[src/rtl/audio_if_pkg.sv]
// Shared constants for the audio sample bridge: bus address map and status
// register bit layout.
package audio_if_pkg;

    localparam int unsigned DEFAULT_DATA_SIZE = 28;

    typedef enum logic {
        ADDR_DATA   = 1'b0,
        ADDR_STATUS = 1'b1
    } addr_e;

    localparam int unsigned STATUS_EMPTY     = 0;
    localparam int unsigned STATUS_FULL      = 1;
    localparam int unsigned STATUS_OVF       = 2;
    localparam int unsigned STATUS_COUNT_LSB = 8;

endpackage

[src/rtl/sync_fifo.sv]
// Single-clock FIFO with occupancy count. Callers must qualify push/pop:
// push only when a slot is free (or a pop frees one), pop only when non-empty.
module sync_fifo #(
    parameter int unsigned WIDTH = 28,
    parameter int unsigned DEPTH = 16
) (
    input  logic                     clk_i,
    input  logic                     rst_i,
    input  logic                     push_i,
    input  logic                     pop_i,
    input  logic [WIDTH-1:0]         data_i,
    output logic [WIDTH-1:0]         head_o,
    output logic [$clog2(DEPTH):0]   count_o,
    output logic                     full_o,
    output logic                     empty_o
);

    localparam int unsigned AW = $clog2(DEPTH);
    localparam int unsigned CW = AW + 1;

    logic [WIDTH-1:0] mem_q [DEPTH];
    logic [AW-1:0]    wr_ptr_q, wr_ptr_d;
    logic [AW-1:0]    rd_ptr_q, rd_ptr_d;
    logic [CW-1:0]    count_q, count_d;

    always_comb begin
        wr_ptr_d = wr_ptr_q;
        rd_ptr_d = rd_ptr_q;
        count_d  = count_q;
        if (push_i) begin
            wr_ptr_d = wr_ptr_q + AW'(1);
        end
        if (pop_i) begin
            rd_ptr_d = rd_ptr_q + AW'(1);
        end
        if (push_i && !pop_i) begin
            count_d = count_q + CW'(1);
        end else if (pop_i && !push_i) begin
            count_d = count_q - CW'(1);
        end
    end

    always_ff @(posedge clk_i or posedge rst_i) begin
        if (rst_i) begin
            wr_ptr_q <= '0;
            rd_ptr_q <= '0;
            count_q  <= '0;
        end else begin
            wr_ptr_q <= wr_ptr_d;
            rd_ptr_q <= rd_ptr_d;
            count_q  <= count_d;
        end
    end

    // Storage is not reset; pointers and count alone define validity.
    always_ff @(posedge clk_i) begin
        if (push_i && !rst_i) begin
            mem_q[wr_ptr_q] <= data_i;
        end
    end

    assign head_o  = mem_q[rd_ptr_q];
    assign count_o = count_q;
    assign full_o  = (count_q == CW'(DEPTH));
    assign empty_o = (count_q == '0);

endmodule

[src/rtl/audio_driver_interface.sv]
// Streams audio samples into a FIFO and exposes them to the CPU through a
// registered read port with data and status registers.
module audio_driver_interface
    import audio_if_pkg::*;
#(
    parameter int unsigned DATA_SIZE  = DEFAULT_DATA_SIZE,
    parameter int unsigned FIFO_DEPTH = 16
) (
    input  logic                 clk,
    input  logic                 rst,
    input  logic                 chipselect,
    input  logic                 address,
    input  logic                 read,
    input  logic                 source_valid,
    input  logic [DATA_SIZE-1:0] source_data,
    output logic                 source_ready,
    output logic [31:0]          read_data,
    output logic                 irq
);

    localparam int unsigned CW = $clog2(FIFO_DEPTH) + 1;

    logic [DATA_SIZE-1:0] fifo_head;
    logic [CW-1:0]        fifo_count;
    logic                 fifo_full;
    logic                 fifo_empty;

    logic                 rd_data_sel;
    logic                 rd_status_sel;
    logic                 pop_en;
    logic                 push_en;
    logic                 ovf_set;
    logic [31:0]          status_word;

    logic [31:0]          read_data_q, read_data_d;
    logic                 ovf_q, ovf_d;

    assign rd_data_sel   = chipselect && read && (address == ADDR_DATA);
    assign rd_status_sel = chipselect && read && (address == ADDR_STATUS);
    assign pop_en        = rd_data_sel && !fifo_empty;
    // A pop in the same cycle frees a slot, so a full FIFO still accepts the push.
    assign push_en       = source_valid && (!fifo_full || pop_en);
    assign ovf_set       = source_valid && !push_en;

    always_comb begin
        status_word                                 = '0;
        status_word[STATUS_COUNT_LSB +: 8]          = 8'(fifo_count);
        status_word[STATUS_OVF]                     = ovf_q;
        status_word[STATUS_FULL]                    = fifo_full;
        status_word[STATUS_EMPTY]                   = fifo_empty;
    end

    always_comb begin
        read_data_d = read_data_q;
        if (rd_data_sel) begin
            read_data_d = fifo_empty ? '0 : 32'(fifo_head);
        end else if (rd_status_sel) begin
            read_data_d = status_word;
        end
        ovf_d = ovf_q;
        if (ovf_set) begin
            ovf_d = 1'b1;
        end else if (rd_status_sel) begin
            ovf_d = 1'b0;
        end
    end

    always_ff @(posedge clk or posedge rst) begin
        if (rst) begin
            read_data_q <= '0;
            ovf_q       <= 1'b0;
        end else begin
            read_data_q <= read_data_d;
            ovf_q       <= ovf_d;
        end
    end

    sync_fifo #(
        .WIDTH (DATA_SIZE),
        .DEPTH (FIFO_DEPTH)
    ) u_fifo (
        .clk_i   (clk),
        .rst_i   (rst),
        .push_i  (push_en),
        .pop_i   (pop_en),
        .data_i  (source_data),
        .head_o  (fifo_head),
        .count_o (fifo_count),
        .full_o  (fifo_full),
        .empty_o (fifo_empty)
    );

    assign read_data    = read_data_q;
    assign source_ready = 1'b1;
    assign irq          = 1'b0;

endmodule

[config.mk]
export PLATFORM = sky130hd
export DESIGN_NAME = audio_driver_interface
export DESIGN_NICKNAME = d
export VERILOG_FILES = /design/src/rtl/audio_if_pkg.sv /design/src/rtl/sync_fifo.sv /design/src/rtl/audio_driver_interface.sv
export SDC_FILE = /design/constraint.sdc
export NUM_CORES = 1
export LEC_CHECK = 0
export CAP_MARGIN = 10
export CORE_MARGIN = 3
export CORE_UTILIZATION = 55
export CTS_CLUSTER_DIAMETER = 150
export DETAILED_ROUTE_END_ITERATION = 8
export GPL_TIMING_DRIVEN = 0
export PLACE_DENSITY = 0.79
export SYNTH_ARGS = -nofsm -noshare
export SYNTH_HDL_FRONTEND = slang
export SYNTH_HIERARCHICAL = 1
export SYNTH_SLANG_ARGS = --single-unit
[constraint.sdc]
create_clock -name clk -period 3.25 [get_ports clk]
set_input_delay 0.65 -clock clk [delete_from_list [all_inputs] [get_ports clk]]
set_output_delay 0.65 -clock clk [all_outputs]
set_load 0.02 [all_outputs]
==> results of run 1 <==
==> per-layer routing <==
layer / vias up / wire, µm
li1: 3856 / -
met1: 4870 / 15900
met2: 548 / 19800
met3: 93 / 4050
met4: 2 / 1190
met5: - / 14
==> worst max-delay path by stage <==
stage	depth (start not counted)	from	slack, ns	endpoint
3_3_place_gp	6	chipselect	-1.31	u_fifo/mem_q[15][14]
3_5_place_dp	6	chipselect	-0.77	u_fifo/mem_q[3][13]
4_1_cts	7	u_fifo/count_o[0]	-0.24	u_fifo/mem_q[3][15]
5_1_grt	13	u_fifo/count_o[0]	-0.005	u_fifo/count_o[4]
6_report	8	u_fifo/count_o[0]	0.14	u_fifo/mem_q[14][17]
2_1_floorplan	5	address	0.20	u_fifo/mem_q[0][0]
==> per-stage QoR <==
step | worst slack [ns] | instances | hold WS [ns] | util (%) | setup TNS [ns]
global route | -0.00452 | 1476 | 0.494 | 64.7 | -0.00452
floorplan | 0.195 | 876 | 0.492 | - | 0
finish | 0.141 | 1476 | 0.481 | 64.7 | 0
global placement | -1.31 | 1385 | 0.463 | 59.5 | -552.67
CTS | -0.241 | 1476 | 0.484 | 64.7 | -25.48
detailed placement | -0.774 | 1389 | 0.471 | 59.9 | -278.17
==> registers in the layout, indices dropped and copies added (netlist names) <==
name,count
u_fifo/rd_ptr_q,4
ovf_q,1
u_fifo/wr_ptr_q,4
u_fifo/count_o,5
u_fifo/mem_q,448
read_data,28
==> cell families (layout without fill, tap and decap cells) <==
kind of cell             Yosys count  count (layout)  share of synthesized area, %
adder cells (fa/ha/maj)           10              10                         0.704
AND/OR/NAND/NOR                   80              80                          2.26
XOR/XNOR                           9               9                         0.419
flip-flops                       490             490                          77.0
buffers and inverters             60             212                          1.84
other                              2               6                        0.0399
AO/OA/AOI/OAI                    107             107                          4.19
multiplexers                     114             114                          13.5
==> synth_stat cells (all sizes together) <==
cell	instances
xnor2	5
o211ai	3
a22oi	63
ha	9
o21a	1
or3	2
edfxtp	448
nand2	43
nor2	3
and2	20
nor4	1
a21boi	1
buf	29
mux2i	1
nor2b	5
nor3b	1
fa	1
nand4bb	1
o311ai	1
and3b	1
inv	10
a21o	1
a22o	20
mux4	112
dfrtp	42
clkbuf	21
conb	2
nand4	2
a21oi	5
o21ai	11
mux2	1
and3	1
a31oi	1
xor2	4
==> power by group through the flow <==
stage	clock network, µW	logic [µW]	registers, µW
global placement	0	4950	7790
CTS	5660	5140	7690
floorplan	0	3240	7930
detailed placement	0	5060	7810
global route	5950	5500	7740
finish	5600	5150	7700
==> cell type report <==
class	count	area, µm²
Inverter	10	37.5
Buffer	50	309
Clock buffer	62	1340
Multi-Input combinational cell	326	4040
Timing Repair Buffer	65	698
Tap cell	448	561
Sequential cell	490	14500
Clock inverter	25	275
Fill cell	2105	11900
==> what timing repair did <==
action,CTS,global route
gates cloned,0,0
setup endpoints to repair,426,411
pin swaps,0,1
hold buffers,0,0
resized for setup,9,7
==> worst reg2reg max path, cell delays in order, from the launching register on <==
cell and delay, ns:
dfrtp_1 0.47, nor4_2 0.10, and2_1 0.21, nand4bb_4 0.25, a21boi_2 0.39, nor2b_1 0.33, and3_1 0.25, and2_2 0.54
buf_16 0.25
==> impl_metrics.json, run 1 <==
{
  "use_met3_pct": 5.12,
  "cts_max_path_buffers": 3,
  "grt_start_max_net_pins": 30,
  "grt_pass1_wl_um": 61300,
  "period_share_pct": 95.7,
  "yosysSeqAreaShare_pct": 77.0,
  "first_pass_iters": 5,
  "synth_top_area_cell": "edfxtp_1",
  "cpMaxStageDelayCell": "and2_2",
  "hold_violations": 0,
  "grt_use_total_pct": 23.1,
  "antenna_left": 0,
  "hold_path_depth": 2,
  "r2r-end": "u_fifo/mem_q[14][17]",
  "pwr-share-clk_pct": 30.3,
  "r2r-start": "u_fifo/count_o[0]",
  "grt_use_met2_pct": 36.3,
  "required_ns": 3.49,
  "cts_setup_buffers": 0,
  "powerDensity_mw_per_mm2": 848,
  "vias": 9369,
  "ir_worst_vdd_mv": 0.483,
  "drc": 0,
  "grt_util_met1_pct": 32.9,
  "finalNetCount": 1034,
  "max-cap-violations": 0,
  "worst-r2r-cell-count": 8,
  "slew_viol_final": 0,
  "drt_iter0_drc": 1065,
  "tightest_slew_ns": 1.22,
  "cp_cell_sequence": "nor4_2 -> and2_1 -> nand4bb_4 -> a21boi_2 -> nor2b_1 -> and3_1 -> and2_2 -> buf_16",
  "criticalPathCategory": "reg2reg",
  "status": "finished, final reports clean",
  "p_sw_uw": 5350,
  "synth_seq_cells": 490,
  "slowest_delay_ns": 0.54,
  "p_int_uw": 13100,
  "gr-total-overflow": 0,
  "syn_avg_cell_area_um2": 21.6,
  "cp-start-kind": "flip-flop",
  "clk_latency_ns": 0.55,
  "grt-busiest-layer": "met2",
  "synth.distinct_cells": 41,
  "die_x_um": 191,
  "setup_violations": 0,
  "total_power_uw": 18500,
  "num_io_pins": 68,
  "cts_inserted_buffers": 47,
  "slew_headroom_pct": 18.1,
  "layout_common_cells": "edfxtp_1, mux4_2, a22oi_1",
  "cts_sinks": 490,
  "htreeDepth": 2,
  "synth_top_cell_area_share_pct": 71.5,
  "syn_area_mm2": 0.0188,
  "critPathBufInv": 1,
  "critPathMaxFanout": 17,
  "drive_gt1_share_pct": 23.8,
  "worstSetupEndpointType": "flip-flop",
  "viasPerCell": 6.35,
  "post_dp_cell_area_mm2": 0.0201,
  "dieArea_mm2": 0.0365,
  "path_delay_family": "simple AND/OR/NAND/NOR gates",
  "cts_tree": "yes",
  "antenna_found_initial": 1,
  "p_leak_uw": 0.00719,
  "crit_arrival_ns": 3.35,
  "timing.fmax_ghz": 0.322,
  "rows": 67,
  "place_congestion": 0.801,
  "syn_inst": 872,
  "hpwl_um": 22800,
  "worstHoldEndpoint": "read_data[1]",
  "clk_pin_slew_ns": 0.06,
  "initial_core_util_pct": 56.0,
  "switching_share_pct": 29.0,
  "period_needed_ns": 3.11,
  "wl_um": 41000,
  "final_common_cell": "edfxtp_1",
  "final_cell_area_mm2": 0.0218,
  "power_frac_seq_pct": 41.7,
  "route.detailed.wl_per_inst_um": 27.8,
  "die_h_um": 191,
  "clockRootBuffer": "clkbuf_16",
  "synthToLayoutAreaGrowth_pct": 15.6,
  "coreArea_mm2": 0.0336,
  "regToRegSetupSlack_ns": 0.14,
  "portBuffers": 61,
  "yosys-top-cells-area": "edfxtp_1, mux4_2, dfrtp_1, a22oi_1, a22o_1",
  "hold_class": "reg2reg",
  "holdCritStartpoint": "read_data[1]",
  "antenna_cells": 0,
  "clock-skew-final_ns": 0.0170,
  "grt_pass1_vias": 9601,
  "yosysWarnings": 6,
  "combPwrFrac_pct": 27.9
}
Power figures use the tool's default switching activity.
==> run 2: changes to the inputs <==
Settings changed: RECOVER_POWER set to 100.
==> impl_metrics.json, run 2 (synthesized netlist as in run 1, its figures left out) <==
{
  "final_cell_area_mm2": 0.0218,
  "status": "complete, but fails checks",
  "drt_iter0_drc": 1064,
  "timing.fmax_ghz": 0.323,
  "coreArea_mm2": 0.0336,
  "dieArea_mm2": 0.0365,
  "p_int_uw": 13100,
  "viasPerCell": 6.35,
  "top_register": "u_fifo/mem_q",
  "hpwl_um": 22800,
  "p_leak_uw": 0.00720,
  "p_sw_uw": 5350,
  "route.detailed.wl_per_inst_um": 27.7,
  "period_share_pct": 95.4,
  "antenna_cells": 0,
  "largest_register_ffs": 448,
  "portBuffers": 61,
  "switching_share_pct": 29.0,
  "dp_cells": 1389,
  "grt_use_total_pct": 23.1,
  "cts_sinks": 490,
  "clk_latency_ns": 0.55,
  "power_frac_seq_pct": 41.7,
  "finalNetCount": 1034,
  "htreeDepth": 2,
  "slew_headroom_pct": -3.87,
  "cts_inserted_buffers": 47,
  "seqCellArea_mm2": 0.0145,
  "tightest_slew_ns": 1.56,
  "powerDensity_mw_per_mm2": 848,
  "violations": "max-capacitance violations, max-slew violations",
  "setup_tns_ns": 0,
  "final_common_cell": "edfxtp_1",
  "layout_common_cells": "edfxtp_1, mux4_2, a22oi_1",
  "grt_pass1_vias": 9601,
  "setup_violations": 0,
  "rows": 67,
  "grt_start_max_net_pins": 30,
  "pwr-share-clk_pct": 30.3,
  "cts_max_path_buffers": 3,
  "postCtsHoldBufs": 0,
  "first_pass_iters": 5,
  "drc": 0,
  "gr-total-overflow": 0,
  "num_io_pins": 68,
  "die_h_um": 191,
  "required_ns": 3.65,
  "slew_viol_final": 30,
  "multiInputGateArea_mm2": 0.00404,
  "hold_class": "reg2reg",
  "grt_pass1_wl_um": 61300,
  "die_x_um": 191,
  "initial_core_util_pct": 56.0,
  "fill_cells": 2105,
  "antenna_found_initial": 1,
  "post_dp_cell_area_mm2": 0.0201,
  "combPwrFrac_pct": 27.9,
  "crit_arrival_ns": 3.50,
  "ir_worst_vdd_mv": 0.482,
  "worstSetupEndpointType": "flip-flop",
  "critPathMaxFanout": 14,
  "clockRootBuffer": "clkbuf_16",
  "synthToLayoutAreaGrowth_pct": 15.6,
  "clk_pin_slew_ns": 0.06,
  "criticalPathCategory": "reg2reg",
  "clock-skew-final_ns": 0.0166,
  "wl_um": 41000,
  "max-cap-violations": 1,
  "antenna_left": 0,
  "vias": 9371,
  "layout.cells.non_filler": 1476,
  "hold_violations": 0,
  "cp-start-kind": "flip-flop",
  "drive_gt1_share_pct": 23.7,
  "place_congestion": 0.801,
  "period_needed_ns": 3.10,
  "cts_tree": "yes"
}
-- run 2: changes by cell type in the layout (fill, tap and decap cells not counted) --
cell | previous run | this run
clkdlybuf4s50_1 | 61 | 32
dlygate4sd3_1 | 0 | 29
inv_1 | 8 | 9
inv_2 | 2 | 1
-- run 2: critical path, stage by stage (launching register included) --
cell and delay, ns:
dfrtp_1 0.46, nor4_2 0.37, and2_1 0.26, nand4bb_4 0.20
inv_2 0.07, buf_6 0.17, inv_1 0.07, ha_1 0.22
inv_1 0.11, ha_1 0.33, nor2b_1 0.16, o21a_1 0.20
o211ai_1 0.19, o311ai_0 0.15
-- run 2: final timing paths --
path                              startpoint                end  slack, ns  depth (start not counted)
min                             read_data[1]       read_data[1]       0.48                          2
max in group asynchronous                rst      read_data[17]       1.22                          2
min in group asynchronous                rst  u_fifo/count_o[0]       0.69                          2
min reg2reg                     read_data[1]       read_data[1]       0.48                          2
max reg2reg                u_fifo/count_o[0]  u_fifo/count_o[4]       0.15                         13
max                        u_fifo/count_o[0]  u_fifo/count_o[4]       0.15                         13
-- run 2: metrics by stage --
step	hold slack [ns]	setup WS [ns]	total power [µW]	util, %
2_1_floorplan	0.492	0.195	11200	-
3_3_place_gp	0.463	-1.31	12700	59.5
3_5_place_dp	0.471	-0.774	12900	59.9
4_1_cts	0.484	-0.241	18500	64.7
5_1_grt	0.494	-0.00451	19200	64.7
6_report	0.481	0.150	18400	64.7
-- run 2: area by class of cell --
cell class / count / share of cell area [%]
plain buffers: 50 / 1.42
clock buffers: 62 / 6.13
clock inverters: 25 / 1.26
inverters: 10 / 0.172
multi-input cells: 326 / 18.6
flip-flops and latches: 490 / 66.7
well taps: 448 / 2.58
repair buffers: 65 / 3.21
-- run 2: what timing repair did --
| item | CTS | global route |
|---|---|---|
| pin swaps | 0 | 1 |
| resized for setup | 9 | 7 |
| setup buffers | 0 | 0 |
| endpoints found under the setup margin | 426 | 411 |
-- run 2: power by group through the flow --
| stage | logic [µW] | clock network (µW) | registers, µW |
|---|---|---|---|
| after floorplan | 3240 | 0 | 7930 |
| after global placement | 4950 | 0 | 7790 |
| after detailed placement | 5060 | 0 | 7810 |
| after CTS | 5140 | 5660 | 7690 |
| after global routing | 5500 | 5950 | 7740 |
| final | 5150 | 5600 | 7700 |
-- run 2: routing by layer --
metal	GRT usage (%)	wire length, µm
met1	32.9	15900
met2	36.3	19700
met3	5.12	4120
met4	7.65	1210
met5	0	14
==> run 3: changes to the inputs <==
Settings changed: CAP_MARGIN 10 to 30, TNS_END_PERCENT set to 1.
==> impl_metrics.json, run 3 (synthesized netlist as in run 1, its figures left out) <==
{
  "die_x_um": 191,
  "total_power_uw": 18400,
  "htreeDepth": 2,
  "clockRootBuffer": "clkbuf_16",
  "crit_arrival_ns": 3.49,
  "hold_violations": 0,
  "num_io_pins": 68,
  "finalNetCount": 1035,
  "setup_tns_ns": 0,
  "cts_max_path_buffers": 3,
  "post_dp_cell_area_mm2": 0.0201,
  "rows": 67,
  "grt_pass1_vias": 9601,
  "wl_um": 40800,
  "setup_violations": 0,
  "portBuffers": 61,
  "dieArea_mm2": 0.0365,
  "violations": "max-capacitance violations, max-slew violations",
  "cts_sinks": 490,
  "fill_cells": 2103,
  "critPathMaxFanout": 14,
  "post-route-util_pct": 64.8,
  "status": "complete, but fails checks",
  "antenna_found_initial": 1,
  "vias": 9299,
  "synthToLayoutAreaGrowth_pct": 15.6,
  "clk_pin_slew_ns": 0.06,
  "drt_iter0_drc": 1073,
  "hpwl_um": 22800,
  "place_congestion": 0.801,
  "criticalPathCategory": "reg2reg",
  "cts_tree": "yes",
  "top_register": "u_fifo/mem_q",
  "grt_use_total_pct": 23.1,
  "slew_headroom_pct": -5.17,
  "drive_gt1_share_pct": 23.8,
  "timing.fmax_ghz": 0.323,
  "powerDensity_mw_per_mm2": 847,
  "cts_setup_buffers": 0,
  "hold_class": "reg2reg",
  "viasPerCell": 6.30,
  "coreArea_mm2": 0.0336,
  "cts_inserted_buffers": 47,
  "postCtsHoldBufs": 0,
  "p_leak_uw": 0.00720,
  "antenna_left": 0,
  "period_needed_ns": 3.10,
  "tightest_slew_ns": 1.58,
  "grt_start_max_net_pins": 30,
  "die_h_um": 191,
  "cp-start-kind": "flip-flop",
  "dp_cells": 1389,
  "route.detailed.wl_per_inst_um": 27.6,
  "grt_pass1_wl_um": 61300,
  "required_ns": 3.64,
  "max-cap-violations": 1,
  "period_share_pct": 95.2,
  "first_pass_iters": 5,
  "final_common_cell": "edfxtp_1",
  "layout_common_cells": "edfxtp_1, mux4_2, a22oi_1",
  "final_cell_area_mm2": 0.0218,
  "slew_viol_final": 30,
  "worstSetupEndpointType": "flip-flop",
  "antenna_cells": 0,
  "gr-total-overflow": 0,
  "initial_core_util_pct": 56.0,
  "ir_worst_vdd_mv": 0.481,
  "largest_register_ffs": 448,
  "clock-skew-final_ns": 0.0167,
  "layout.cells.non_filler": 1477,
  "drc": 0,
  "clk_latency_ns": 0.55
}
[run 3: worst max-delay path: stages (launching register included)]
cell and delay, ns:
dfrtp_1 0.46, nor4_2 0.35, and2_1 0.26, nand4bb_4 0.20, inv_2 0.07, buf_6 0.17, inv_1 0.07, ha_1 0.22
inv_1 0.11, ha_1 0.33, nor2b_1 0.16, o21a_1 0.20, o211ai_1 0.20, o311ai_0 0.15
[run 3: final cells by class]
class	instances	area (µm²)	share of cell area, %
plain buffers	50	309	1.42
repair buffers	66	706	3.24
multi-input cells	326	4040	18.6
flip-flops and latches	490	14500	66.6
well taps	448	561	2.58
clock buffers	62	1340	6.13
inverters	10	37.5	0.172
clock inverters	25	275	1.26
[run 3: through the flow]
step	hold WS (ns)	worst slack (ns)
floorplan	0.492	0.195
global placement	0.463	-1.31
detailed placement	0.471	-0.774
CTS	0.484	-0.241
global route	0.494	-0.00451
finish	0.481	0.155
[run 3: path summary, 6_finish.rpt]
kind	slack [ns]	endpoint	start	cells past startpoint
max reg2reg	0.15	u_fifo/count_o[4]	u_fifo/count_o[0]	13
min in group asynchronous	0.70	u_fifo/count_o[0]	rst	2
min	0.48	read_data[1]	read_data[1]	2
min reg2reg	0.48	read_data[1]	read_data[1]	2
max in group asynchronous	1.19	read_data[17]	rst	2
max	0.15	u_fifo/count_o[4]	u_fifo/count_o[0]	13
[run 3: metal layers]
layer	track usage, %	vias up	routed length, µm
met4	7.65	2	1210
met2	36.3	535	19600
met1	32.9	4808	16000
met3	5.12	94	4050
li1	-	3860	-
met5	0	-	14
[run 3: power breakdown]
group | switching [µW] | internal, µW | total, µW
Combinational | 2830 | 2320 | 5150
Sequential | 282 | 7420 | 7700
Clock | 2220 | 3360 | 5580
Total | 5330 | 13100 | 18400
[run 3: timing repair]
action,in CTS,in global routing
setup endpoints to repair,426,411
endpoints found under the hold margin,0,0
resized for setup,9,7
pin swaps,0,0
==> edit: new RTL, flow settings as in run 3 <==
Set the package constant `DEFAULT_DATA_SIZE` to 56 (it was 28).
--- a/src/rtl/audio_if_pkg.sv
+++ b/src/rtl/audio_if_pkg.sv
@@ -4,3 +4,3 @@
 
-    localparam int unsigned DEFAULT_DATA_SIZE = 28;
+    localparam int unsigned DEFAULT_DATA_SIZE = 56;
 
Interface: changed (resized source_data); port bits go from 68 to 96. No check against the original RTL was run, so the function may have changed too.
==> edit against run 3 <==
- non-clock buffer count up 35
- setup slack worse by 150 ps
- sequential cell count up 68
- synthesized area rose by 14%
- count of clock-buffer cells in the layout up 8
- sequential power up 14%
- routed wire length rose by 14%
- maximum frequency decreased by 4.6%
- power up 13%
- design area rose by 14%
- synthesized cell count rose by 13%
- sequential share of layout area is 0.30 points lower
- combinational power is 16% higher
- largest cell class unchanged
- largest power group unchanged
==> edit: results (changes against run 3) <==
| Metric | Value |
|---|---|
| Status | `complete, no violations` |
| Reg-to-reg critical path startpoint | `u_fifo/count_o[0]` |
| Drt via density | `6.299 (about the same)` |
| VDD IR max | `408.9 uV (-15%)` |
| Clock Latency Late Sink | `570 ps (+20 ps)` |
| Post-Syn Nets | `1058` |
| Critical path endpoint category | `flop` |
| Root buf cell | `clkbuf_16` |
| Largest register FFs | `512 (+14%)` |
| Ant. Diodes | `0 (unchanged)` |
| Post-CTS setup buffer count | `0 (unchanged)` |
| Leak Pwr | `0.008220 uW (+14%)` |
| Layout cell share with drive strength beyond 1 | `24.53% (+0.72 points)` |
| Final wirelength | `46700 um (+14%)` |
| Placed insts | `1584 (+14%)` |
| Dpl cell area | `23170 um2 (+15%)` |
| GR Util All Layers | `23.07% (-0.046 points)` |
| Min-delay worst type | `reg2reg` |
| H-tree depth | `2 (unchanged)` |
| Biggest register | `u_fifo/mem_q` |
| Layout Nets | `1199 (+16%)` |
| Number of port buffers | `69 (+13%)` |
| Final clock skew | `16.70 ps (+0.04840 ps)` |
| Maximum fanout along the worst path | `20 (+6)` |
| Slew at the pin closest to its max-slew limit | `1424 ps (-151.4 ps)` |
| Vias in the first global route | `11.15k (+16%)` |
| Yosys Warn Count | `6 (unchanged)` |
| Max Root-Sink Buffers | `3 (unchanged)` |
| GPL Wtd Cong | `0.7511 (-6.2%)` |
| Syn Inst Count | `986 (+13%)` |
| CP startpoint kind | `flop` |
| Largest stage delay on the critical path | `540 ps (+80 ps)` |
| CP max-delay cell | `and2_2` |
| WP data arrival | `3500 ps (about the same)` |
| Largest net degree at the start of global routing | `25 (-17%)` |
| Post-Place Setup Slack | `-779.2 ps (-5.204 ps)` |
| First-pass GRT wire length | `70550 um (+15%)` |
| Hold Crit Start | `read_data[12]` |
| Worst-path clk slew | `60 ps (about the same)` |
| Pre-antenna DRT Iters | `5 (unchanged)` |
| Post-DP HPWL | `29280 um (+28%)` |
| Clock buffer count from CTS | `52 (+11%)` |
| Antenna violations before repair | `0 (-1)` |
| Drt first-iter violations | `1083 (+0.93%)` |
| Post-Layout Cell Count | `1681 (+14%)` |
==> edit: path summary, 6_finish.rpt <==
path / slack [ps] / cells past startpoint / endpoint
worst max register to register: 6 / 8 / u_fifo/mem_q[0][24]
worst min register to register: 480 / 2 / read_data[12]
worst max-delay path: 6 / 8 / u_fifo/mem_q[0][24]
min in group asynchronous: 650 / 2 / u_fifo/wr_ptr_q[1]
max in group asynchronous: 750 / 3 / read_data[25]
worst min-delay path: 480 / 2 / read_data[12]
==> edit: timing repair <==
item | 4_1_cts | 5_1_grt
resized for setup | 2 | 3
hold buffers | 0 | 0
setup endpoints to repair | 457 | 99
endpoints found under the hold margin | 0 | 0
==> edit: cell type report <==
| class | count | area [um2] |
|---|---|---|
| Buffer | 64 | 385.4 |
| Tap cell | 511 | 639.4 |
| Timing Repair Buffer | 87 | 1102 |
| Sequential cell | 558 | 16530 |
| Inverter | 10 | 40.04 |
| Multi-Input combinational cell | 354 | 4472 |
| Clock buffer | 70 | 1460 |
| Clock inverter | 27 | 291.5 |
| Fill cell | 2361 | 13110 |
==> edit: report_power, final <==
group          leakage [uW]  total [uW]  internal, uW  switching [uW]
sequential          0.00520        8740          8440             301
clock              0.000866        6150          3630            2520
combinational       0.00215        5970          2730            3240
total               0.00822       20900         14800            6070
==> edit: metal layers <==
| metal | GRT usage (%) | wire (um) | up-vias |
|---|---|---|---|
| met2 | 38.00 | 23350 | 560 |
| met5 | 0 | 0 | - |
| met4 | 8.456 | 1576 | 0 |
| li1 | - | - | 4377 |
| met3 | 4.358 | 4192 | 113 |
| met1 | 31.44 | 17580 | 5538 |
==> edit: critical path: cells and delay by family (launching register included) <==
kind	cells	cell delay, ps
flip-flops	1	440
buffers and inverters	1	260
AO/OA/AOI/OAI	1	390
AND/OR/NAND/NOR	6	1820
==> edit: per-stage QoR <==
stage / hold WS [ps] / TNS, ps / total power, uW
3_5_place_dp: 476.5 / -283800 / 14770
3_3_place_gp: 468.8 / -738260 / 14540
2_1_floorplan: 492.1 / 0 / 12750
5_1_grt: 503.7 / -7642 / 21660
4_1_cts: 478.6 / 0 / 20940
6_report: 482.8 / 0 / 20860
